### src/rtl/seq_tx_gen.sv
// Serial pattern transmitter: sends a latched pattern MSB-first, repeated F times
// with an optional idle gap between frames, then pulses o_done.
//
// state | meaning
// IDLE  | waiting for i_start; also the o_done cycle
// SEND  | shifting pattern bits onto o_x, o_valid=1
// GAP   | inter-frame idle, o_busy=1, o_valid=0

module seq_tx_gen #(
    parameter int P_WIDTH = 4,
    parameter int P_RPT_W = 4,
    parameter int P_GAP_W = 4
) (
    input  logic               i_clk,
    input  logic               i_rst_b,
    input  logic               i_start,
    input  logic               i_abort,
    input  logic [P_WIDTH-1:0] i_pattern,
    input  logic [P_RPT_W-1:0] i_repeat,
    input  logic [P_GAP_W-1:0] i_gap,
    output logic               o_x,
    output logic               o_valid,
    output logic               o_busy,
    output logic               o_done
);

    localparam int CNT_W = (P_WIDTH > 2) ? $clog2(P_WIDTH) : 1;
    localparam logic [CNT_W-1:0] LAST_BIT = CNT_W'(P_WIDTH - 1);

    typedef enum logic [1:0] {
        ST_IDLE = 2'b00,
        ST_SEND = 2'b01,
        ST_GAP  = 2'b10
    } state_t;

    state_t             state_q;
    logic [P_WIDTH-1:0] pat_q;
    logic [P_WIDTH-1:0] sh_q;
    logic [P_RPT_W-1:0] rpt_q;
    logic [P_RPT_W-1:0] frm_q;
    logic [P_GAP_W-1:0] gap_q;
    logic [P_GAP_W-1:0] gcnt_q;
    logic [CNT_W-1:0]   bit_q;
    logic               x_q;
    logic               valid_q;
    logic               busy_q;
    logic               done_q;

    assign o_x     = x_q;
    assign o_valid = valid_q;
    assign o_busy  = busy_q;
    assign o_done  = done_q;

    // sh_q holds the bits still to be sent; the MSB goes straight to x_q on load
    // so the first bit appears in the cycle right after the accepting edge.
    always_ff @(posedge i_clk or negedge i_rst_b) begin
        if (!i_rst_b) begin
            state_q <= ST_IDLE;
            pat_q   <= '0;
            sh_q    <= '0;
            rpt_q   <= '0;
            frm_q   <= '0;
            gap_q   <= '0;
            gcnt_q  <= '0;
            bit_q   <= '0;
            x_q     <= 1'b0;
            valid_q <= 1'b0;
            busy_q  <= 1'b0;
            done_q  <= 1'b0;
        end else begin
            done_q <= 1'b0;
            if (i_abort) begin
                state_q <= ST_IDLE;
                x_q     <= 1'b0;
                valid_q <= 1'b0;
                busy_q  <= 1'b0;
            end else begin
                case (state_q)
                    ST_IDLE: begin
                        if (i_start) begin
                            state_q <= ST_SEND;
                            pat_q   <= i_pattern;
                            rpt_q   <= i_repeat;
                            gap_q   <= i_gap;
                            sh_q    <= {i_pattern[P_WIDTH-2:0], 1'b0};
                            bit_q   <= '0;
                            frm_q   <= '0;
                            x_q     <= i_pattern[P_WIDTH-1];
                            valid_q <= 1'b1;
                            busy_q  <= 1'b1;
                        end else begin
                            x_q     <= 1'b0;
                            valid_q <= 1'b0;
                            busy_q  <= 1'b0;
                        end
                    end
                    ST_SEND: begin
                        if (bit_q != LAST_BIT) begin
                            x_q   <= sh_q[P_WIDTH-1];
                            sh_q  <= {sh_q[P_WIDTH-2:0], 1'b0};
                            bit_q <= bit_q + 1'b1;
                        end else if (frm_q == rpt_q) begin
                            state_q <= ST_IDLE;
                            x_q     <= 1'b0;
                            valid_q <= 1'b0;
                            busy_q  <= 1'b0;
                            done_q  <= 1'b1;
                        end else begin
                            frm_q <= frm_q + 1'b1;
                            bit_q <= '0;
                            if (gap_q == '0) begin
                                x_q  <= pat_q[P_WIDTH-1];
                                sh_q <= {pat_q[P_WIDTH-2:0], 1'b0};
                            end else begin
                                state_q <= ST_GAP;
                                gcnt_q  <= gap_q - 1'b1;
                                x_q     <= 1'b0;
                                valid_q <= 1'b0;
                            end
                        end
                    end
                    ST_GAP: begin
                        if (gcnt_q == '0) begin
                            state_q <= ST_SEND;
                            x_q     <= pat_q[P_WIDTH-1];
                            sh_q    <= {pat_q[P_WIDTH-2:0], 1'b0};
                            valid_q <= 1'b1;
                        end else begin
                            gcnt_q <= gcnt_q - 1'b1;
                        end
                    end
                    default: begin
                        state_q <= ST_IDLE;
                        x_q     <= 1'b0;
                        valid_q <= 1'b0;
                        busy_q  <= 1'b0;
                    end
                endcase
            end
        end
    end

endmodule

### config.mk
export PLATFORM = sky130hd
export DESIGN_NAME = seq_tx_gen
export DESIGN_NICKNAME = d
export VERILOG_FILES = /design/src/rtl/seq_tx_gen.sv
export SDC_FILE = /design/constraint.sdc
export NUM_CORES = 1
export LEC_CHECK = 0
export ABC_AREA = 0
export CORE_MARGIN = 3
export CORE_UTILIZATION = 50
export CTS_CLUSTER_SIZE = 8
export DETAILED_ROUTE_END_ITERATION = 6
export PLACE_DENSITY = 0.75
export SLEW_MARGIN = 15
export SYNTH_ARGS = -nofsm -noshare
export SYNTH_HDL_FRONTEND = slang
export SYNTH_SLANG_ARGS = --single-unit
### constraint.sdc
create_clock -name i_clk -period 2.26 [get_ports i_clk]
set_clock_uncertainty 0.05 [all_clocks]
set_input_delay 0.226 -clock i_clk [delete_from_list [all_inputs] [get_ports i_clk]]
set_output_delay 0.226 -clock i_clk [all_outputs]
set_load 0.01 [all_outputs]
After elaboration in Yosys (flattened, before gate mapping)
Index checks and enable logic that the tools add are counted.
{"block": "word_totals", "register_bits": 32, "word_cells": 97, "inputBits": 16, "out_inout_bits": 4}
{"block": "classes", "n_addsub": 4, "muxes": 48, "eq_ne": 18, "n_reduce_logical": 14, "n_bitwise": 1}
{"operator": "4-bit 2-to-1 mux", "count": 12}
{"operator": "1-bit 2-to-1 mux", "count": 19}
{"operator": "2-bit 2-to-1 mux", "count": 9}
{"operator": "3-bit != test, second input constant", "count": 6}
{"operator": "2-bit != test, second input constant", "count": 8}
{"operator": "4-bit one-hot mux with 2 select lines", "count": 2}
{"operator": "4-bit one-hot mux with 3 select lines", "count": 1}
{"operator": "6-bit AND reduction", "count": 2}
{"operator": "1-bit one-hot mux with 3 select lines", "count": 3}
{"operator": "3-bit AND reduction", "count": 3}
{"operator": "4-bit logical NOT", "count": 2}
{"operator": "4-bit AND reduction", "count": 2}
{"operator": "4-bit by 1-bit subtractor with 4-bit output, second input constant", "count": 2}
{"operator": "2-bit one-hot mux with 3 select lines", "count": 1}
{"operator": "5-bit AND reduction", "count": 1}
{"operator": "4-bit by 1-bit adder with 4-bit output, second input constant", "count": 1}
{"operator": "4-bit == test", "count": 1}
{"operator": "4-bit != test, second input constant", "count": 1}
{"operator": "2-bit one-hot mux with 2 select lines", "count": 1}
{"operator": "2-bit nonzero test", "count": 2}
{"operator": "3-bit nonzero test", "count": 1}
{"operator": "2-bit by 1-bit adder with 2-bit output, second input constant", "count": 1}
{"operator": "2-bit by 1-bit == test with 1-bit output, second input constant", "count": 1}
{"operator": "2-bit == test, second input constant", "count": 1}
{"operator": "2 further kinds", "count": 2}

Longest topological paths before layout
{"block": "logic_depth", "word_depth": 6, "depth_mapped": 11}

Worst setup path before layout
OpenSTA, ideal clock, no wires.
{"block": "synth_timing", "kind": "reg2reg", "start": "register gcnt_q[1]", "end": "register sh_q[1]", "setup_ps": 125, "path_buffers": 0, "arrival_time_ps": 2043, "slack_ps": 43, "path_stages_with_launch": 6, "path_cell_list": "dfrtp_1 -> or4_4 -> and2_4 -> or4_4 -> a31oi_4 -> mux2_2"}
{"block": "synth_between", "elab_chain_len": 3}
{"element": "from (decl)", "line": "42", "rtl": "logic [P_GAP_W-1:0] gcnt_q;"}
{"element": "from (signal assigned)", "line": "116", "rtl": "gcnt_q <= gap_q - 1'b1;"}
{"element": "from (signal assigned)", "line": "129", "rtl": "gcnt_q <= gcnt_q - 1'b1;"}
{"element": "4-bit logical NOT", "line": "123", "rtl": "if (gcnt_q == '0) begin"}
{"element": "2-bit != test (no source line)"}
{"element": "6-bit AND reduction (no source line)"}
{"element": "to (signal assigned)", "line": "100", "rtl": "sh_q <= {sh_q[P_WIDTH-2:0], 1'b0};"}
{"element": "to (signal assigned)", "line": "113", "rtl": "sh_q <= {pat_q[P_WIDTH-2:0], 1'b0};"}
{"element": "to (signal assigned)", "line": "126", "rtl": "sh_q <= {pat_q[P_WIDTH-2:0], 1'b0};"}
{"element": "to (decl)", "line": "38", "rtl": "logic [P_WIDTH-1:0] sh_q;"}
Every way passes these cells.
A chain may end at the register's enable or synchronous reset.

Worst setup path after layout
{"block": "layout_timing", "start": "register gcnt_q[2]", "end": "register sh_q[3]"}
The elaborated chain is that of the path after synthesis.

==> flow_metrics.env <==
export IMPL_status="finished, final reports clean"
export IMPL_synth_top_family_by_area="compound AO/OA/AOI/OAI gates"
export IMPL_whs_ns=0.213
export IMPL_fillCellCount=268
export IMPL_start_util_pct=53.0
export IMPL_synth_cell_types=37
export IMPL_drtPass1Iterations=4
export IMPL_post_route_period_util_pct=99.9
export IMPL_dieWidth_um=66.2
export IMPL_clock_latency_ns=0.34
export IMPL_worst_pin_slew_ns=0.390
export IMPL_critPathMostFrequentCell="or4_4"
export IMPL_setup_viol=0
export IMPL_area_delta_synth_final_pct=25.4
export IMPL_grt_pass1_vias=1460
export IMPL_ff2ff_path_depth=5
export IMPL_postCtsHoldBufs=0
export IMPL_clock_sinks=31
export IMPL_rows=21
export IMPL_tns_ns=0
export IMPL_min_period_ns=2.26
export IMPL_rrSetupSlack_ns=0.003
export IMPL_vias_per_cell=5.67
export IMPL_end_kind="flop"
export IMPL_ys_seq_area_share_pct=42.8
export IMPL_synthCells=175
export IMPL_synth_fa_ha_area_share_pct=4.84
export IMPL_synth_xor_area_share_pct=1.94
export IMPL_wirelength_um=3840
export IMPL_synth_mux_area_share_pct=15.5
export IMPL_rsz0062_at_grt="true"
export IMPL_syn_area_per_cell_um2=10.3
export IMPL_synthTopCellsByArea="dfrtp_1 (43%), mux2_2 (11%), mux2i_1 (5.0%)"
export IMPL_drt_iter0_markers=93
export IMPL_path_max_fanout=3
export IMPL_syn_nets=198
export IMPL_async_reset_ff_share_pct=100
export IMPL_num_vias=1475
export IMPL_h_tree_depth=2
export IMPL_synthFlopType="dfrtp_1"
export IMPL_crit_chain="or4_4 > and2_4 > or4_4 > a31oi_4 > mux2_4"
export IMPL_register_area_um2=776
export IMPL_fin_cells=260
export IMPL_maxCapViolations=0
export IMPL_final_net_count=236
export IMPL_synth_edf_count=0
export IMPL_gp_congestion=0.899
export IMPL_cp_num_buf_inv=0
export IMPL_die_area_mm2=0.00438
export IMPL_fin_area_mm2=0.00227
export IMPL_place_ws_ns=0.0230
export IMPL_reg2reg_to="sh_q[3]"
export IMPL_synth_seq_cells=31
export IMPL_crit_type="reg2reg"
export IMPL_hold_viol_final=0
export IMPL_numCtsBuffers=5
export IMPL_critPathRequiredTime_ns=2.44
export IMPL_crit_family="simple AND/OR/NAND/NOR gates"
export IMPL_startpoint="gcnt_q[2]"
export IMPL_r2r_start="gcnt_q[2]"
export IMPL_cts_buffer_depth=2
export IMPL_drc_errors=0
export IMPL_synth_top_area_share_pct=42.8
export IMPL_die_h_um=66.2
export IMPL_hp_class="in2async"
export IMPL_insertedDiodeCount=0
export IMPL_p_leak_nw=0.973
export IMPL_fin_util_pct=66.4
export IMPL_routedWlPerCell_um=14.8
export IMPL_antenna_found_initial=0
export IMPL_clkSlewWorstSetupHoldPaths_ns=0.10
export IMPL_fmax_mhz=443
export IMPL_grt_overflow=0
export IMPL_critPathSlowestCell="or4_4"
export IMPL_yosys_top_cells_count="dfrtp_1 (31), mux2_2 (17), a21oi_1 (13), nand2_1 (13), o21ai_0 (11)"
export IMPL_slowest_delay_ns=0.54
export IMPL_grt_pass1_wl_um=6500
export IMPL_synth_simple_gate_area_share_pct=14.7
export IMPL_grt_max_degree=32
export IMPL_slew_viol_final=0
export IMPL_placed_cells=250
export IMPL_power_density_mw_per_mm2=1280
export IMPL_grt_usage_pct=19.6
export IMPL_core_area_mm2=0.00342
export IMPL_arrival_ns=2.44
export IMPL_syn_area_mm2=0.00181
export IMPL_worst_slack_ns=0.00269
export IMPL_synth_compound_area_share_pct=15.8
export IMPL_yosys_warnings=0
export IMPL_drtAntennaViolNets=0
export IMPL_power_mw=2.91
export IMPL_cts_tree="done"
export IMPL_drive_gt1_share_pct=25.7
export IMPL_synth_largest_area_cell="dfrtp_1"
export IMPL_root_buffer="clkbuf_4"
export IMPL_yosysMostFrequentCell="dfrtp_1"
export IMPL_multi_input_area_um2=983
export IMPL_ir_drop_uv=579
export IMPL_pin_count=20
export IMPL_startpoint_type="flop"
export IMPL_placement_io_buffers=19
export IMPL_placed_area_mm2=0.00215
export IMPL_max_slew_margin_pct=74.0
export IMPL_dp_hpwl_um=2830
==> state kept, by name, summed over array words and instances, names as in the netlist <==
name and count:
frm_q 4, gap_q 4, gcnt_q 4, pat_q 4, rpt_q 4, sh_q 3
bit_q 2, state_q 2, o_busy 1, o_done 1, o_valid 1, o_x 1
==> final cells by class <==
cell class | count | area share [%]
clock buffers | 5 | 1.65
clock inverters | 3 | 1.93
inverters | 9 | 1.49
multi-input cells | 129 | 43.3
flip-flops and latches | 31 | 34.2
well taps | 46 | 2.54
repair buffers | 37 | 14.9
==> worst reg2reg max path, cell delays in order (launching register included) <==
cell and delay, ns:
dfrtp_1 0.39, or4_4 0.54, and2_4 0.18, or4_4 0.43
a31oi_4 0.23, mux2_4 0.32
==> how the worst max path moves through the flow <==
| stage | endpoint | slack [ns] | cells past startpoint |
|---|---|---|---|
| 5_1_grt | sh_q[2] | -0.04 | 5 |
| 3_5_place_dp | sh_q[2] | 0.02 | 5 |
| 3_3_place_gp | sh_q[2] | 0.04 | 5 |
| 6_report | sh_q[3] | 0.003 | 5 |
| 2_1_floorplan | sh_q[1] | 0.04 | 5 |
| 4_1_cts | sh_q[2] | 0.007 | 5 |
==> what timing repair did <==
action                                  in CTS  in global routing
endpoints found under the setup margin       0                  6
setup buffers                                0                  2
resized for setup                            0                  6
==> cells by family (layout without fill, tap and decap cells) <==
family / after synthesis / after routing
and+or+nand+nor: 50 / 50
AOI/OAI and AO/OA: 42 / 42
DFF: 31 / 31
muxes: 26 / 26
buffers and inverters: 15 / 54
adders and majority gates: 7 / 7
xor gates and xnor gates: 4 / 4
==> per-layer routing <==
metal	vias to the layer above	share of wire, %	track usage [%]
met5	-	0	0
met3	6	5.0	4.42
met2	39	49	31.4
li1	719	-	-
met1	711	44	24.1
met4	0	1.8	11.2
==> layout by cell type (no fill, tap or decap), types with 3 or more instances in the layout <==
cell,Yosys,routed
inv_1,8,8
xor2_1,4,4
nand2_1,13,13
nand3_1,5,5
buf_4,0,17
ha_1,7,6
clkbuf_4,0,5
nor3_1,7,7
mux2i_1,9,8
o21ai_0,11,11
a31oi_1,3,3
mux2_2,17,14
a21oi_1,13,13
nor4_1,3,3
a211oi_1,3,3
clkdlybuf4s50_1,0,19
nor2_1,10,10
mux2_4,0,3
dfrtp_1,31,31
==> where the power goes <==
part	leakage, nW	total (mW)	internal (mW)	switching (mW)
Sequential	0.387	0.987	0.790	0.197
Combinational	0.540	1.48	0.766	0.715
Clock	0.0452	0.444	0.233	0.212
No activity file was read; power rests on OpenSTA's default activity.
